==> src/rtl/color_sensor_emulator_if.sv <==
// Sensor-side pin bundle of the TCS3200-style colour sensor emulator.
// master = colour-detection block (drives select pins), slave = emulator.
interface color_sensor_emulator_if #(
   parameter int unsigned HP_W = 16
);
   logic            s0;
   logic            s1;
   logic            s2;
   logic            s3;
   logic            oe_n;
   logic            load;
   logic [HP_W-1:0] hp_red;
   logic [HP_W-1:0] hp_green;
   logic [HP_W-1:0] hp_blue;
   logic [HP_W-1:0] hp_clear;
   logic            ip_signal;
   logic [1:0]      channel;
   logic            running;

   modport master (
      output s0, s1, s2, s3, oe_n, load,
      output hp_red, hp_green, hp_blue, hp_clear,
      input  ip_signal, channel, running
   );

   modport slave (
      input  s0, s1, s2, s3, oe_n, load,
      input  hp_red, hp_green, hp_blue, hp_clear,
      output ip_signal, channel, running
   );
endinterface

==> src/rtl/color_sensor_emulator.sv <==
// TCS3200-style colour sensor emulator: square wave whose half-period is
// selected per filter from programmable registers, scaled by s0/s1.
module color_sensor_emulator #(
   parameter int unsigned HP_W          = 16,
   parameter int unsigned SETTLE_CYCLES = 16
) (
   input logic                    clk,
   input logic                    rst_n,
   color_sensor_emulator_if.slave bus
);
   localparam int unsigned     CW          = HP_W + 6;
   localparam logic [CW-1:0]   ONE         = CW'(1);
   localparam logic [CW-1:0]   SETTLE_LAST = CW'(SETTLE_CYCLES - 1);

   typedef enum logic [1:0] {PD, SETTLE, RUN} state_t;

   state_t          state, state_nx;
   logic [3:0]      sel_q;
   logic [1:0]      scale_sel, filt_sel;
   logic [HP_W-1:0] hp_r, hp_g, hp_b, hp_c, hp_sel;
   logic [5:0]      scale;
   logic [CW-1:0]   h_new;
   logic [CW-1:0]   cnt, cnt_nx;
   logic [CW-1:0]   h_q, h_nx;
   logic            phase, phase_nx;
   logic [1:0]      chan_q, chan_nx;

   assign scale_sel = sel_q[3:2];
   assign filt_sel  = sel_q[1:0];

   always_ff @(posedge clk) begin
      if (!rst_n) begin
         sel_q <= '0;
         hp_r  <= '0;
         hp_g  <= '0;
         hp_b  <= '0;
         hp_c  <= '0;
      end else begin
         sel_q <= {bus.s0, bus.s1, bus.s2, bus.s3};
         if (bus.load) begin
            hp_r <= bus.hp_red;
            hp_g <= bus.hp_green;
            hp_b <= bus.hp_blue;
            hp_c <= bus.hp_clear;
         end
      end
   end

   always_comb begin
      hp_sel = hp_r;
      case (filt_sel)
         2'b00:   hp_sel = hp_r;
         2'b01:   hp_sel = hp_b;
         2'b10:   hp_sel = hp_c;
         default: hp_sel = hp_g;
      endcase
      scale = 6'd0;
      case (scale_sel)
         2'b01:   scale = 6'd50;
         2'b10:   scale = 6'd5;
         2'b11:   scale = 6'd1;
         default: scale = 6'd0;
      endcase
      h_new = {6'd0, hp_sel} * {{HP_W{1'b0}}, scale};
   end

   always_ff @(posedge clk) begin
      if (!rst_n) begin
         state  <= SETTLE;
         cnt    <= '0;
         h_q    <= '0;
         phase  <= 1'b1;
         chan_q <= 2'b00;
      end else begin
         state  <= state_nx;
         cnt    <= cnt_nx;
         h_q    <= h_nx;
         phase  <= phase_nx;
         chan_q <= chan_nx;
      end
   end

   always_comb begin
      state_nx = state;
      cnt_nx   = cnt;
      h_nx     = h_q;
      phase_nx = phase;
      chan_nx  = chan_q;
      if (scale_sel == 2'b00) begin
         state_nx = PD;
         cnt_nx   = '0;
         phase_nx = 1'b1;
      end else begin
         case (state)
            PD: begin
               state_nx = SETTLE;
               cnt_nx   = '0;
               phase_nx = 1'b1;
            end
            SETTLE: begin
               chan_nx = filt_sel;
               if (cnt == SETTLE_LAST) begin
                  state_nx = RUN;
                  cnt_nx   = '0;
                  phase_nx = 1'b1;
                  h_nx     = h_new;
               end else begin
                  cnt_nx = cnt + ONE;
               end
            end
            RUN: begin
               // Filter change outranks the half-period boundary; a zero H
               // re-samples the registers every cycle so a load restarts at high.
               if (filt_sel != chan_q) begin
                  state_nx = SETTLE;
                  cnt_nx   = '0;
                  phase_nx = 1'b1;
               end else if (h_q == '0) begin
                  cnt_nx   = '0;
                  phase_nx = 1'b1;
                  h_nx     = h_new;
               end else if (cnt == h_q - ONE) begin
                  cnt_nx   = '0;
                  phase_nx = ~phase;
                  h_nx     = h_new;
               end else begin
                  cnt_nx = cnt + ONE;
               end
            end
            default: begin
               state_nx = SETTLE;
               cnt_nx   = '0;
               phase_nx = 1'b1;
            end
         endcase
      end
   end

   assign bus.running   = (state == RUN);
   assign bus.channel   = chan_q;
   assign bus.ip_signal = (state == RUN) && phase && !bus.oe_n && (h_q != '0);
endmodule
==> src/flat_wrapper.sv <==
// flat-port wrapper written by rule: the top's interface ports become plain ports
module color_sensor_emulator_flat 
#(
   parameter int unsigned HP_W          = 16,
   parameter int unsigned SETTLE_CYCLES = 16
)
  (clk, rst_n, bus_s0, bus_s1, bus_s2, bus_s3, bus_oe_n, bus_load, bus_hp_red, bus_hp_green, bus_hp_blue, bus_hp_clear, bus_ip_signal, bus_channel, bus_running);
  color_sensor_emulator_if #(.HP_W(HP_W)) bus_i ();
  input logic clk;
  input logic rst_n;
  input wire logic [$bits(bus_i.s0)-1:0] bus_s0;
  input wire logic [$bits(bus_i.s1)-1:0] bus_s1;
  input wire logic [$bits(bus_i.s2)-1:0] bus_s2;
  input wire logic [$bits(bus_i.s3)-1:0] bus_s3;
  input wire logic [$bits(bus_i.oe_n)-1:0] bus_oe_n;
  input wire logic [$bits(bus_i.load)-1:0] bus_load;
  input wire logic [$bits(bus_i.hp_red)-1:0] bus_hp_red;
  input wire logic [$bits(bus_i.hp_green)-1:0] bus_hp_green;
  input wire logic [$bits(bus_i.hp_blue)-1:0] bus_hp_blue;
  input wire logic [$bits(bus_i.hp_clear)-1:0] bus_hp_clear;
  output wire logic [$bits(bus_i.ip_signal)-1:0] bus_ip_signal;
  output wire logic [$bits(bus_i.channel)-1:0] bus_channel;
  output wire logic [$bits(bus_i.running)-1:0] bus_running;
  assign bus_i.s0 = bus_s0;
  assign bus_i.s1 = bus_s1;
  assign bus_i.s2 = bus_s2;
  assign bus_i.s3 = bus_s3;
  assign bus_i.oe_n = bus_oe_n;
  assign bus_i.load = bus_load;
  assign bus_i.hp_red = bus_hp_red;
  assign bus_i.hp_green = bus_hp_green;
  assign bus_i.hp_blue = bus_hp_blue;
  assign bus_i.hp_clear = bus_hp_clear;
  assign bus_ip_signal = bus_i.ip_signal;
  assign bus_channel = bus_i.channel;
  assign bus_running = bus_i.running;
  color_sensor_emulator #(.HP_W(HP_W), .SETTLE_CYCLES(SETTLE_CYCLES)) u_core (.clk(clk), .rst_n(rst_n), .bus(bus_i));
endmodule
==> config.mk <==
export PLATFORM = sky130hd
export DESIGN_NAME = color_sensor_emulator_flat
export DESIGN_NICKNAME = d
export VERILOG_FILES = /design/src/rtl/color_sensor_emulator_if.sv /design/src/rtl/color_sensor_emulator.sv /design/src/flat_wrapper.sv
export SDC_FILE = /design/constraint.sdc
export NUM_CORES = 1
export LEC_CHECK = 0
export ABC_AREA = 1
export CORE_MARGIN = 4
export CORE_UTILIZATION = 50
export CTS_BUF_LIST = sky130_fd_sc_hd__clkbuf_2
export DETAILED_ROUTE_END_ITERATION = 6
export GPL_TIMING_DRIVEN = 0
export PLACE_DENSITY = 0.71
export REMOVE_ABC_BUFFERS = 1
export SETUP_SLACK_MARGIN = 0.1
export SYNTH_ARGS = -nofsm -noshare
export SYNTH_HDL_FRONTEND = slang
export SYNTH_SLANG_ARGS = --single-unit
==> constraint.sdc <==
create_clock -name clk -period 14.2 [get_ports clk]
set_clock_uncertainty 0.1 [all_clocks]
set_input_delay 2.13 -clock clk [delete_from_list [all_inputs] [get_ports clk]]
set_output_delay 2.13 -clock clk [all_outputs]
set_load 0.05 [all_outputs]
==> reports/qor.csv <==
stage;metric;value;unit
finish;most frequent cells in the layout;nor2_1, nand2_1, inv_1, dfxtp_1, o21ai_0;
timing;setup total negative slack;0;ns
floorplan;Starting Density;50.8;%
setup_path;CP Data Required Time;14.70;ns
clock_network;hold_buf cts;0;
run_status;status;complete, no violations;
detailed_routing;routed wire length;20.1;mm
timing;Max Clk Rate;0.163;GHz
floorplan;Ports;76;
clock_network;later-pin clock latency in the skew report;0.70;ns
power_and_ir_drop;leakage;4.76;nW
setup_path;Worst setup SP type;flip-flop;
finish;Final Net Count;1517;
setup_path;Critical Path Sink Type;flip-flop;
floorplan;die area;19600;um2
logic_synthesis;Post-Syn Area;8730;um2
clock_network;post-cts resize count;0;
finish;fillers;1739;
logic_synthesis;syn_area_per_cell;6.67;um2
logic_synthesis;Cells after Synth;1308;
setup_path;critical path data arrival time;6.62;ns
logic_synthesis;Yosys warnings;0;
power_and_ir_drop;PwrDens;86.8;nW/um2
clock_network;CTS max path bufs;2;
power_and_ir_drop;VDD IR max;53.0;uV
floorplan;core area;17200;um2
timing;Worst Tran Pin Value;1.23;ns
clock_network;postcts setup bufs;0;
placement;HPWL Detailed;15.6;mm
logic_synthesis;sequential share of the synthesized area;26.8;%
power_and_ir_drop;total power;0.854;mW
detailed_routing;drt wl/cell;12.6;um
global_route;grt total ovfl;0;
timing;RSZ-0062 raised after global routing;no;
floorplan;die height;140;um
timing;clock period minus worst slack;6.12;ns
timing;Setup-failing EPs final;0;
logic_synthesis;Async SR Flop Fraction;0;%
clock_network;CTS sink count;117;
clock_network;CTS Buf Count;17;
finish;share of cells above drive strength 1;5.33;%
placement;Port Buffer Count;75;
global_route;initial antenna violation count;1;
floorplan;die span in x;140;um
finish;most common cell after layout, fill and taps aside;nor2_1;
setup_path;WS Path Type;reg2reg;
floorplan;FP Rows;48;
global_route;vias in the first global route;7442;
global_route;gr usage total;20.9;%
global_route;largest net degree at the start of global routing;65;
finish;Syn-to-layout area delta;12.8;%
logic_synthesis;Synth Register Bits;117;
setup_path;crit-path max FO;22;
detailed_routing;DR vias/cell;5.03;
detailed_routing;Pre-antenna DRT Iters;5;
detailed_routing;ANT nets after route;0;
logic_synthesis;top_reg_cell synth;dfxtp_1;
clock_network;H-tree Lvls;4;
flow_run;Max-Cap Viols;0;
logic_synthesis;Post-synth EDFFs;0;
timing;final period utilization;43.1;%
worst_hold_path;HP Class;reg2reg;
placement;routability cong.;0.888;
detailed_routing;drt drc;0;
detailed_routing;via count;8024;
timing;headroom to the max-slew limit;17.5;%
timing;Final Hold Violating Endpoints;0;
clock_network;Worst-path clk slew;0.18;ns
clock_network;TritonCTS clock tree;built;
logic_synthesis;Cell variety after synth;40;
global_route;first-pass GRT wire length;34.7;mm
clock_network;root buffer cell;clkbuf_2;
detailed_routing;initial drt markers;431;
timing;max-slew violations;0;
per-stage QoR:
stage | cells | instance area [um2] | hold WS, ns | utilization [%] | setup slack, ns
6_report | 1596 | 9850 | 0.405 | 57.3 | 8.08
5_1_grt | 1596 | 9850 | 0.438 | 57.3 | 7.52
4_1_cts | 1595 | 9840 | 0.410 | 57.3 | 8.05
3_5_place_dp | 1564 | 9590 | 0.372 | 55.9 | 8.10
3_3_place_gp | 1562 | 9560 | 0.368 | 55.6 | 8.08
2_1_floorplan | 1262 | 8520 | 0.341 | - | 9.31
state kept, by name, indices dropped and copies added, names as in the netlist:
| name | count |
|---|---|
| u_core.hp_c | 16 |
| u_core.hp_g | 16 |
| u_core.phase | 1 |
| u_core.h_q | 22 |
| u_core.hp_r | 16 |
| u_core.cnt | 22 |
| u_core.sel_q | 4 |
| u_core.bus.channel | 2 |
| u_core.hp_b | 16 |
| u_core.state | 2 |
final timing paths:
| path | cells past startpoint | start | end | slack [ns] |
|---|---|---|---|---|
| hold / removal | 1 | u_core.cnt[0] | u_core.cnt[0] | 0.41 |
| setup / recovery | 21 | u_core.sel_q[0] | u_core.h_q[16] | 8.08 |
| hold reg to reg | 1 | u_core.cnt[0] | u_core.cnt[0] | 0.41 |
| setup reg to reg | 21 | u_core.sel_q[0] | u_core.h_q[16] | 8.08 |
per-layer routing:
| layer | share of wire (%) | vias to the layer above | GRT usage [%] |
|---|---|---|---|
| li1 | - | 4182 | - |
| met1 | 47 | 3675 | 28.3 |
| met2 | 47 | 146 | 34.3 |
| met3 | 4.6 | 21 | 4.37 |
| met4 | 1.0 | 0 | 5.05 |
| met5 | 0 | - | 0 |
synth_stat cells, types with 8 or more instances:
cell / count / share of area (%)
fa_1: 39 / 8.9
nor2_2: 8 / 0.57
nand2_2: 12 / 0.86
xnor2_1: 17 / 1.7
a21oi_1: 24 / 1.4
dfxtp_1: 117 / 27
nor2_1: 252 / 11
inv_1: 214 / 9.2
clkbuf_1: 31 / 1.3
ha_1: 48 / 6.9
xor2_1: 30 / 3.0
nor3_1: 13 / 0.75
o21ai_0: 111 / 6.4
nand3_1: 54 / 3.1
nand2_1: 238 / 10
nand4_1: 39 / 2.8
critical path, cell delays in order, from the launching register on:
cell	delay, ns
dfxtp_1	0.62
nor2_1	1.06
nand2_1	0.10
nand3_1	0.14
o21ai_0	0.13
nor2_1	0.26
inv_1	0.10
fa_1	0.53
inv_1	0.05
fa_1	0.48
inv_1	0.06
fa_1	0.53
inv_1	0.04
ha_1	0.34
a21oi_1	0.20
a21boi_0	0.41
o21ai_0	0.26
a21oi_1	0.21
xor2_1	0.16
nand4_1	0.10
nand2_1	0.10
nor2_1	0.05
layout make-up:
cell class / count / area (um2) / area share (%)
multi-input combinational: 927 / 5360 / 54.5
inverter: 218 / 818 / 8.31
clock buffer: 18 / 90.1 / 0.915
antenna: 1 / 2.50 / 0.0254
sequential: 117 / 2340 / 23.8
tap: 225 / 282 / 2.86
clock inverter: 13 / 159 / 1.61
timing repair buffer: 77 / 788 / 8.01
power by group:
group / total (mW) / internal, mW / switching [mW]
combinational: 0.256 / 0.0995 / 0.156
sequential: 0.365 / 0.349 / 0.0163
clock: 0.234 / 0.0975 / 0.136
total: 0.854 / 0.546 / 0.309
cells by family after synthesis:
group	synth area share [%]
adders and majority gates	15.8
buffers and inverters	11.7
and+or+nand+nor	31.9
other	0.0430
xor gates and xnor gates	4.71
AOI/OAI and AO/OA	8.97
DFF	26.8
Note: power is estimated with default switching activity, not from simulation.
